==> src/rtl/fence_pkg.sv <==
// Shared types and constants for the fencing action/scoring blocks.
package fence_pkg;

    typedef enum logic [1:0] {
        IDLE     = 2'd0,
        ACTIVE   = 2'd1,
        COOLDOWN = 2'd2,
        PAUSE    = 2'd3
    } action_state_t;

    typedef enum logic {
        R_IDLE   = 1'b0,
        R_WINDOW = 1'b1
    } resolve_state_t;

    localparam logic [31:0] BLOCK_CODE = 32'hDEADBEEF;
    localparam logic [31:0] LUNGE_CODE = 32'h20FACADE;

    // Point owner encoding: bit0 = this player, bit1 = opponent.
    localparam logic [1:0] OWNER_NONE   = 2'b00;
    localparam logic [1:0] OWNER_PLAYER = 2'b01;
    localparam logic [1:0] OWNER_OPP    = 2'b10;
    localparam logic [1:0] OWNER_BOTH   = 2'b11;

    function automatic int cnt_max(input int a, input int b, input int c);
        int m;
        m = (a > b) ? a : b;
        m = (m > c) ? m : c;
        return m;
    endfunction

endpackage

==> src/rtl/touch_resolver.sv <==
// Merges local and remote touches inside a double-touch window and keeps both scores.
// Written from this board's viewpoint; swap the touch inputs to reuse on the opponent's board.
module touch_resolver
    import fence_pkg::*;
#(
    parameter int TOUCH_WINDOW = 20,
    parameter int WIN_SCORE    = 15,
    parameter int SCORE_W      = $clog2(WIN_SCORE + 1)
) (
    input  logic               clk_i,
    input  logic               rst_n_i,
    input  logic               local_touch_i,
    input  logic               remote_touch_i,
    input  logic               hold_i,
    output logic               point_valid_o,
    output logic [1:0]         point_who_o,
    output logic [SCORE_W-1:0] local_score_o,
    output logic [SCORE_W-1:0] remote_score_o,
    output logic               match_over_o
);

    localparam int                   WIN_CNT_W   = $clog2(TOUCH_WINDOW + 1);
    localparam logic [WIN_CNT_W-1:0] WIN_LAST    = WIN_CNT_W'(TOUCH_WINDOW - 1);
    localparam logic [SCORE_W-1:0]   WIN_SCORE_V = SCORE_W'(WIN_SCORE);

    resolve_state_t       state_q, state_d;
    logic [WIN_CNT_W-1:0] win_cnt_q, win_cnt_d;
    logic [1:0]           owner_q, owner_d;
    logic [SCORE_W-1:0]   local_score_q, local_score_d;
    logic [SCORE_W-1:0]   remote_score_q, remote_score_d;
    logic                 match_over_q, match_over_d;
    logic                 point_valid_q;
    logic [1:0]           point_who_q;
    logic                 ignore_s;
    logic                 opposite_s;
    logic                 award_s;
    logic [1:0]           award_who_s;

    // Touches are dropped on the award cycle itself, during the freeze and once the match is decided.
    assign ignore_s = hold_i | point_valid_q | match_over_q;

    // Window sequencing and award decision.
    always_comb begin
        state_d     = state_q;
        win_cnt_d   = win_cnt_q;
        owner_d     = owner_q;
        award_s     = 1'b0;
        award_who_s = OWNER_NONE;
        opposite_s  = 1'b0;
        if (owner_q == OWNER_PLAYER) begin
            opposite_s = remote_touch_i;
        end else begin
            opposite_s = local_touch_i;
        end
        if (ignore_s) begin
            state_d = R_IDLE;
        end else begin
            case (state_q)
                R_IDLE: begin
                    if (local_touch_i && remote_touch_i) begin
                        award_s     = 1'b1;
                        award_who_s = OWNER_BOTH;
                    end else if (local_touch_i || remote_touch_i) begin
                        state_d   = R_WINDOW;
                        win_cnt_d = WIN_LAST;
                        owner_d   = local_touch_i ? OWNER_PLAYER : OWNER_OPP;
                    end else begin
                        state_d = R_IDLE;
                    end
                end
                R_WINDOW: begin
                    if (opposite_s) begin
                        award_s     = 1'b1;
                        award_who_s = OWNER_BOTH;
                        state_d     = R_IDLE;
                    end else if (win_cnt_q == '0) begin
                        award_s     = 1'b1;
                        award_who_s = owner_q;
                        state_d     = R_IDLE;
                    end else begin
                        win_cnt_d = win_cnt_q - WIN_CNT_W'(1);
                    end
                end
                default: begin
                    state_d = R_IDLE;
                end
            endcase
        end
    end

    // Saturating score update and sticky match-over.
    always_comb begin
        local_score_d  = local_score_q;
        remote_score_d = remote_score_q;
        if (award_s && award_who_s[0] && (local_score_q != WIN_SCORE_V)) begin
            local_score_d = local_score_q + SCORE_W'(1);
        end else begin
            local_score_d = local_score_q;
        end
        if (award_s && award_who_s[1] && (remote_score_q != WIN_SCORE_V)) begin
            remote_score_d = remote_score_q + SCORE_W'(1);
        end else begin
            remote_score_d = remote_score_q;
        end
        match_over_d = match_over_q | (local_score_d == WIN_SCORE_V) | (remote_score_d == WIN_SCORE_V);
    end

    // Resolver state and registered outputs.
    always_ff @(posedge clk_i or negedge rst_n_i) begin
        if (!rst_n_i) begin
            state_q        <= R_IDLE;
            win_cnt_q      <= '0;
            owner_q        <= OWNER_NONE;
            local_score_q  <= '0;
            remote_score_q <= '0;
            match_over_q   <= 1'b0;
            point_valid_q  <= 1'b0;
            point_who_q    <= OWNER_NONE;
        end else begin
            state_q        <= state_d;
            win_cnt_q      <= win_cnt_d;
            owner_q        <= owner_d;
            local_score_q  <= local_score_d;
            remote_score_q <= remote_score_d;
            match_over_q   <= match_over_d;
            point_valid_q  <= award_s;
            point_who_q    <= award_who_s;
        end
    end

    assign point_valid_o  = point_valid_q;
    assign point_who_o    = point_who_q;
    assign local_score_o  = local_score_q;
    assign remote_score_o = remote_score_q;
    assign match_over_o   = match_over_q;

endmodule

==> src/rtl/action_arbiter.sv <==
// Per-player action engine: decodes IR codes into actions, times active/cooldown
// phases, decides landing of attacks and freezes play after each awarded point.
module action_arbiter
    import fence_pkg::*;
#(
    parameter int                              CODE_WIDTH      = 32,
    parameter int                              N_ACTIONS       = 2,
    parameter logic [N_ACTIONS*CODE_WIDTH-1:0] ACTION_CODES    = {LUNGE_CODE, BLOCK_CODE},
    parameter logic [N_ACTIONS-1:0]            ATTACK_MASK     = 2'b10,
    parameter int                              DIST_WIDTH      = 11,
    parameter int                              REACH           = 100,
    parameter int                              ACTIVE_CYCLES   = 30,
    parameter int                              COOLDOWN_CYCLES = 60,
    parameter int                              TOUCH_WINDOW    = 20,
    parameter int                              PAUSE_CYCLES    = 120,
    parameter int                              WIN_SCORE       = 15,
    parameter int                              IDX_W           = $clog2(N_ACTIONS + 1),
    parameter int                              SCORE_W         = $clog2(WIN_SCORE + 1)
) (
    input  logic                  clk_pixel_in,
    input  logic                  rst_n_in,
    input  logic [CODE_WIDTH-1:0] ir_code_in,
    input  logic                  ir_valid_in,
    input  logic [DIST_WIDTH-1:0] distance_in,
    input  logic                  opp_defending_in,
    input  logic                  opp_touch_in,
    output logic [IDX_W-1:0]      action_out,
    output logic                  action_active_out,
    output logic                  defending_out,
    output logic                  cooldown_out,
    output logic                  touch_out,
    output logic                  point_valid_out,
    output logic [1:0]            point_who_out,
    output logic [SCORE_W-1:0]    player_score_out,
    output logic [SCORE_W-1:0]    opp_score_out,
    output logic                  match_over_out
);

    localparam int                    CNT_MAX       = cnt_max(ACTIVE_CYCLES, COOLDOWN_CYCLES, PAUSE_CYCLES);
    localparam int                    CNT_W         = $clog2(CNT_MAX + 1);
    localparam logic [CNT_W-1:0]      ACTIVE_LAST   = CNT_W'(ACTIVE_CYCLES - 1);
    localparam logic [CNT_W-1:0]      COOLDOWN_LAST = CNT_W'(COOLDOWN_CYCLES - 1);
    localparam logic [CNT_W-1:0]      PAUSE_LAST    = CNT_W'(PAUSE_CYCLES - 1);
    localparam logic [DIST_WIDTH-1:0] REACH_V       = DIST_WIDTH'(REACH);

    action_state_t    state_q;
    logic [CNT_W-1:0] cnt_q;
    logic [IDX_W-1:0] action_q;
    logic             active_q;
    logic             defending_q;
    logic             cooldown_q;
    logic             touch_q;
    logic             landed_q;
    logic             attack_q;
    logic [IDX_W-1:0] match_idx_s;
    logic             match_attack_s;
    logic             land_s;
    logic             pause_s;
    logic             point_valid_s;
    logic             match_over_s;

    // Code lookup; scanning downwards leaves the lowest matching index in place.
    always_comb begin
        match_idx_s    = '0;
        match_attack_s = 1'b0;
        for (int i = N_ACTIONS; i >= 1; i--) begin
            if (ir_code_in == ACTION_CODES[(i-1)*CODE_WIDTH +: CODE_WIDTH]) begin
                match_idx_s    = IDX_W'(i);
                match_attack_s = ATTACK_MASK[i-1];
            end else begin
                match_idx_s    = match_idx_s;
                match_attack_s = match_attack_s;
            end
        end
    end

    assign land_s  = (state_q == ACTIVE) && attack_q && !landed_q &&
                     (distance_in <= REACH_V) && !opp_defending_in;
    assign pause_s = (state_q == PAUSE);

    // Action FSM with registered outputs; an awarded point overrides every state.
    always_ff @(posedge clk_pixel_in or negedge rst_n_in) begin
        if (!rst_n_in) begin
            state_q     <= IDLE;
            cnt_q       <= '0;
            action_q    <= '0;
            active_q    <= 1'b0;
            defending_q <= 1'b0;
            cooldown_q  <= 1'b0;
            touch_q     <= 1'b0;
            landed_q    <= 1'b0;
            attack_q    <= 1'b0;
        end else if (point_valid_s) begin
            state_q     <= PAUSE;
            cnt_q       <= PAUSE_LAST;
            action_q    <= '0;
            active_q    <= 1'b0;
            defending_q <= 1'b0;
            cooldown_q  <= 1'b0;
            touch_q     <= 1'b0;
            landed_q    <= 1'b0;
            attack_q    <= 1'b0;
        end else begin
            touch_q <= 1'b0;
            case (state_q)
                IDLE: begin
                    if (ir_valid_in && (match_idx_s != '0) && !match_over_s) begin
                        state_q     <= ACTIVE;
                        cnt_q       <= ACTIVE_LAST;
                        action_q    <= match_idx_s;
                        active_q    <= 1'b1;
                        defending_q <= !match_attack_s;
                        attack_q    <= match_attack_s;
                        landed_q    <= 1'b0;
                    end
                end
                ACTIVE: begin
                    if (land_s) begin
                        touch_q  <= 1'b1;
                        landed_q <= 1'b1;
                    end
                    if (cnt_q == '0) begin
                        state_q     <= COOLDOWN;
                        cnt_q       <= COOLDOWN_LAST;
                        action_q    <= '0;
                        active_q    <= 1'b0;
                        defending_q <= 1'b0;
                        cooldown_q  <= 1'b1;
                    end else begin
                        cnt_q <= cnt_q - CNT_W'(1);
                    end
                end
                COOLDOWN: begin
                    if (cnt_q == '0) begin
                        state_q    <= IDLE;
                        cooldown_q <= 1'b0;
                    end else begin
                        cnt_q <= cnt_q - CNT_W'(1);
                    end
                end
                PAUSE: begin
                    if (cnt_q == '0) begin
                        state_q <= IDLE;
                    end else begin
                        cnt_q <= cnt_q - CNT_W'(1);
                    end
                end
                default: begin
                    state_q     <= IDLE;
                    cnt_q       <= '0;
                    action_q    <= '0;
                    active_q    <= 1'b0;
                    defending_q <= 1'b0;
                    cooldown_q  <= 1'b0;
                end
            endcase
        end
    end

    touch_resolver #(
        .TOUCH_WINDOW (TOUCH_WINDOW),
        .WIN_SCORE    (WIN_SCORE),
        .SCORE_W      (SCORE_W)
    ) u_touch_resolver (
        .clk_i          (clk_pixel_in),
        .rst_n_i        (rst_n_in),
        .local_touch_i  (touch_q),
        .remote_touch_i (opp_touch_in),
        .hold_i         (pause_s),
        .point_valid_o  (point_valid_s),
        .point_who_o    (point_who_out),
        .local_score_o  (player_score_out),
        .remote_score_o (opp_score_out),
        .match_over_o   (match_over_s)
    );

    assign action_out        = action_q;
    assign action_active_out = active_q;
    assign defending_out     = defending_q;
    assign cooldown_out      = cooldown_q;
    assign touch_out         = touch_q;
    assign point_valid_out   = point_valid_s;
    assign match_over_out    = match_over_s;

endmodule

==> config.mk <==
export PLATFORM = sky130hd
export DESIGN_NAME = action_arbiter
export DESIGN_NICKNAME = d
export VERILOG_FILES = /design/src/rtl/fence_pkg.sv /design/src/rtl/touch_resolver.sv /design/src/rtl/action_arbiter.sv
export SDC_FILE = /design/constraint.sdc
export NUM_CORES = 1
export LEC_CHECK = 0
export ABC_AREA = 1
export CAP_MARGIN = 25
export CORE_MARGIN = 4
export CORE_UTILIZATION = 42
export CTS_CLUSTER_DIAMETER = 200
export DETAILED_ROUTE_END_ITERATION = 8
export MAX_ROUTING_LAYER = met4
export PLACE_DENSITY_LB_ADDON = 0.1
export SLEW_MARGIN = 20
export SYNTH_ARGS = -nofsm -noshare
export SYNTH_HDL_FRONTEND = slang
export SYNTH_SLANG_ARGS = --single-unit
==> constraint.sdc <==
create_clock -name clk_pixel_in -period 4.5 [get_ports clk_pixel_in]
set_input_delay 0.9 -clock clk_pixel_in [delete_from_list [all_inputs] [get_ports clk_pixel_in]]
set_output_delay 0.9 -clock clk_pixel_in [all_outputs]
set_load 0.05 [all_outputs]
==> qor.csv, run 1 <==
metric,value,unit
worst_slew_pin_slew,841,ps
p_leak,1.64,nW
detail-route-antenna-nets,0,
antenna_found_initial,0,
slew_violations,0,
path_buf_inv,1,
synthTopCellsByArea,"dfrtp_1 36%, nand2_1 17%, inv_1 7.8%",
synth-seq-cells,37,
post-route-period-util,0.600,
setup.worst_path.end_class,primary output,
slew_headroom,0.440,
critical-path-top-delay-family,buffers and inverters,
dp_cells,511,
cp_max_fo,9,
crit_chain,clkdlybuf4s50_1,
wl_per_cell,11.4,um
irDropWorstVdd,0.156,mV
arrival,1800,ps
tns,0,ps
layout-drive-gt1-share,0.0788,
grt_pass1_vias,2470,
finalSetupViolations,0,
vias_per_cell,4.80,
yosys.cell_types.count,31,
drv_cap,0,
fillers,606,
synth_cells,376,
clkSinkCount,37,
yosys.area.top_type,dfrtp_1,
r2r_slack,2680,ps
slowest_stage,clkdlybuf4s50_1,
stdcell_count,519,
cts_tree,built,
placed_area,3300,sq um
vias,2493,
worst_clock_skew,10.4,ps
die_h,86.8,um
post_cts.repair.setup_buffers,0,
hp-class,reg -> reg,
clock_path_buffers,2,
std_cell_rows,28,
rsz0062_at_grt,false,
core,5960,sq um
synth.avg_cell_area,6.93,sq um
initial_core_util,0.438,
io_pins,66,
die_area,7530,sq um
utilization,0.568,
die_w,86.8,um
fin_area,3380,sq um
drt_first_pass_iters,4,
cts_hold_buf,0,
htreeDepth,2,
track_usage,0.174,
required,3600,ps
run_status,"finished, final reports clean",
clk_pin_slew,80,ps
yosysSeqAreaShare,0.355,
hold_violations,0,
area_delta_synth_final,29.8,%
cts_root_buffer,clkbuf_8,
n_antenna_cell,0,
timing.fmax,370,MHz
drc,0,
syn_nets,435,
io_buffer_count,65,
drtIter0Drc,94,
syn_area,2610,sq um
cp-start-kind,flip-flop,
grt_max_degree,38,
period_minus_slack,2700,ps
max_stage_delay,890,ps
grt_pass1_wl,10300,um
hpwlAfterDp,4760,um
clock_insertion_delay_worst_skew,290,ps
gp_congestion,0.818,
nets,502,
synth_top_area_share,0.355,
overflow,0,
wl,5900,um
cts_resized,0,
cts_buffers,5,
yosys_warnings,0,
power_density,183,nW/um^2
path_class,reg -> out,
stage by stage:
step | hold slack (ps) | power [mW] | setup WS [ps]
final | 481 | 0.620 | 1800
after CTS | 484 | 0.630 | 1780
after floorplan | 442 | 0.351 | 2570
after global routing | 505 | 0.646 | 1700
after global placement | 459 | 0.401 | 1900
after detailed placement | 464 | 0.403 | 1890
cell usage in the layout (no fill, tap or decap), drive strengths merged, types with 6 or more instances in the layout:
cell           count
clkbuf             6
clkdlybuf4s50     64
nand3             26
o21ai             14
inv               58
nand4             17
dfrtp             37
nand2            127
ha                11
nor2              55
where the power goes:
group,internal [mW],switching (mW),total (mW)
Clock,0.107,0.117,0.225
Combinational,0.0402,0.0224,0.0626
Sequential,0.332,0.0000712,0.332
layer usage:
layer	routed length [um]	global-route usage
met1	2770	0.213
met5	0	-
met4	44	0.0425
met3	233	0.0314
met2	2850	0.295
cells in the mapped netlist (all sizes together):
master    n
a21oi     5
a22oi     1
buf       4
clkbuf    1
clkinv    1
dfrtp    37
ha       11
inv      58
nand2   127
nand3    26
nand3b    2
nand4    17
nor2     55
nor3      4
nor3b     1
nor4      4
o211ai    1
o21ai    14
o22ai     1
xnor2     1
xor2      5
worst paths after layout:
path                                           startpoint                             to  cells after the start
setup / recovery           u_touch_resolver.point_valid_o                point_valid_out                      1
min in group asynchronous                        rst_n_in  u_touch_resolver.win_cnt_q[3]                      1
hold / removal                                   landed_q                       landed_q                      2
hold reg to reg                                  landed_q                       landed_q                      2
setup reg to reg                               state_q[0]  u_touch_resolver.match_over_o                     11
max in group asynchronous                        rst_n_in                       attack_q                      1
cell families after synthesis:
| kind of cell | Yosys count | share of synthesized area |
|---|---|---|
| DFF | 37 | 0.355 |
| buffers and inverters | 64 | 0.107 |
| xor gates and xnor gates | 6 | 0.0202 |
| AOI/OAI and AO/OA | 22 | 0.0461 |
| and+or+nand+nor | 236 | 0.419 |
| adders and majority gates | 11 | 0.0528 |
flip-flops by register name, summed over array words and instances, names as in the netlist:
register / count
cnt_q: 7
u_touch_resolver.win_cnt_q: 5
u_touch_resolver.local_score_o: 4
u_touch_resolver.remote_score_o: 4
action_out: 2
state_q: 2
u_touch_resolver.owner_q: 2
u_touch_resolver.point_who_o: 2
action_active_out: 1
attack_q: 1
cooldown_out: 1
defending_out: 1
landed_q: 1
touch_out: 1
u_touch_resolver.match_over_o: 1
u_touch_resolver.point_valid_o: 1
u_touch_resolver.state_q: 1
area by class of cell:
| cell class | count | area [sq um] | area share |
|---|---|---|---|
| clock buffer | 6 | 72.6 | 0.0214 |
| clock inverter | 2 | 10.0 | 0.00296 |
| inverter | 59 | 234 | 0.0691 |
| multi-input combinational | 275 | 1400 | 0.414 |
| sequential | 37 | 926 | 0.274 |
| tap | 75 | 93.8 | 0.0277 |
| timing repair buffer | 65 | 646 | 0.191 |
Note: power is estimated with default switching activity, not from simulation.
==> inputs of run 2 (changes only) <==
==> constraint.sdc (replaced) <==
create_clock -name clk_pixel_in -period 2.6 [get_ports clk_pixel_in]
set_input_delay 0.52 -clock clk_pixel_in [delete_from_list [all_inputs] [get_ports clk_pixel_in]]
set_output_delay 0.52 -clock clk_pixel_in [all_outputs]
set_load 0.05 [all_outputs]
==> qor.csv, run 2 (synthesized netlist as in run 1, its figures left out) <==
metric,value,unit,change
run_status,"finished, final reports clean",,
path_class,reg -> out,,
core,5960,sq um,unchanged
gp_congestion,0.818,,unchanged
arrival,1810,ps,about the same
period_minus_slack,2330,ps,
wl,5860,um,-0.75%
finalSetupViolations,0,,unchanged
nets,502,,unchanged
cts_tree,built,,
path_buf_inv,1,,unchanged
tns,0,ps,unchanged
swShare,0.225,,about the same
dp_cells,511,,unchanged
std_cell_rows,28,,unchanged
critical-path-top-delay-family,buffers and inverters,,
cp_max_fo,9,,unchanged
cts_root_buffer,clkbuf_8,,
slew_headroom,0.439,,-0.000995
largest_reg_flops,7,,unchanged
irDropWorstVdd,0.257,mV,+65%
clk_pin_slew,80,ps,about the same
hold_violations,0,,unchanged
grt_max_degree,38,,unchanged
layout-drive-gt1-share,0.0788,,unchanged
htreeDepth,2,,unchanged
io_pins,66,,unchanged
die_w,86.8,um,unchanged
timing.hold.ws,334,ps,-147 ps
final_common_cell,nand2_1,,
required,2080,ps,-1520 ps
cts_hold_buf,0,,unchanged
worst_slew_pin_slew,842,ps,+1.49 ps
cts_resized,0,,unchanged
clock_path_buffers,2,,unchanged
clock_insertion_delay_worst_skew,290,ps,about the same
post_cts.repair.setup_buffers,0,,unchanged
worst_clock_skew,9.22,ps,-1.20 ps
power_frac_seq,0.537,,about the same
timing.fmax,428,MHz,
drv_cap,0,,unchanged
combPwrFrac,0.101,,about the same
rsz0062_at_grt,false,,
die_area,7530,sq um,unchanged
grt_pass1_wl,10200,um,-0.87%
grt_pass1_vias,2477,,+0.28%
p_leak,1.64,nW,unchanged
stdcell_count,519,,unchanged
clkPwrFrac,0.362,,about the same
area_delta_synth_final,29.8,%,unchanged
overflow,0,,unchanged
cp-start-kind,flip-flop,,
max_stage_delay,890,ps,about the same
slowest_stage,clkdlybuf4s50_1,,
vias_per_cell,4.78,,-0.48%
largest-register,cnt_q,,
reg_top3,"cnt_q: 7 flops, u_touch_resolver.win_cnt_q: 5 flops",,
drtIter0Drc,109,,+16%
drt_first_pass_iters,4,,unchanged
slew_violations,0,,unchanged
vias,2481,,-0.48%
mostFrequentLayoutCells,"119 x nand2_1, 64 x clkdlybuf4s50_1, 54 x inv_1",,
cts_buffers,5,,unchanged
hp-class,in -> async,,
hpwlAfterDp,4780,um,+0.48%
power_density,317,nW/um^2,+73%
setup.worst_path.end_class,primary output,,
crit_chain,clkdlybuf4s50_1,,
post-route-period-util,0.898,,
clkSinkCount,37,,unchanged
detail-route-antenna-nets,0,,unchanged
wl_per_cell,11.3,um,-0.75%
power_switching,242,uW,+73%
p_int,831,uW,+73%
io_buffer_count,65,,unchanged
n_antenna_cell,0,,unchanged
antenna_found_initial,0,,unchanged
drc,0,,unchanged
utilization,0.568,,unchanged
initial_core_util,0.438,,unchanged
die_h,86.8,um,unchanged
track_usage,0.173,,-0.000818
## run 2: path summary, 6_finish.rpt
path	from	end	slack [ps]	cells past startpoint
max	u_touch_resolver.point_valid_o	point_valid_out	270	1
min	rst_n_in	u_touch_resolver.point_valid_o	330	1
max reg2reg	state_q[0]	u_touch_resolver.match_over_o	790	11
min reg2reg	landed_q	landed_q	480	2
max in group asynchronous	rst_n_in	attack_q	1740	1
min in group clk_pixel_in	landed_q	landed_q	480	2
## run 2: layout make-up
cell class | instances | area, sq um
well taps | 75 | 93.8
fillers | 606 | 2570
repair buffers | 65 | 646
clock inverters | 2 | 10.0
inverters | 59 | 234
flip-flops and latches | 37 | 926
multi-input cells | 275 | 1400
clock buffers | 6 | 72.6
## run 2: routing by layer
layer / global-route usage / vias up / wire length, um
met5: - / - / 0
met2: 0.287 / 47 / 2750
met1: 0.216 / 1105 / 2850
li1: - / 1323 / -
met4: 0.0524 / 0 / 50
met3: 0.0285 / 6 / 206
## run 2: per-stage QoR
stage / cell area (sq um) / setup slack [ps] / power [mW]
2_1_floorplan: 2610 / 893 / 0.607
3_3_place_gp: 3300 / 378 / 0.695
3_5_place_dp: 3300 / 358 / 0.697
4_1_cts: 3380 / 251 / 1.09
5_1_grt: 3380 / 174 / 1.12
6_report: 3380 / 265 / 1.07
## run 2: power by group through the flow
stage	clock (mW)	sequential, mW	combinational, mW
after CTS	0.405	0.575	0.111
after floorplan	0	0.587	0.0205
after global routing	0.426	0.575	0.120
final	0.389	0.575	0.108
after global placement	0	0.587	0.108
after detailed placement	0	0.587	0.111
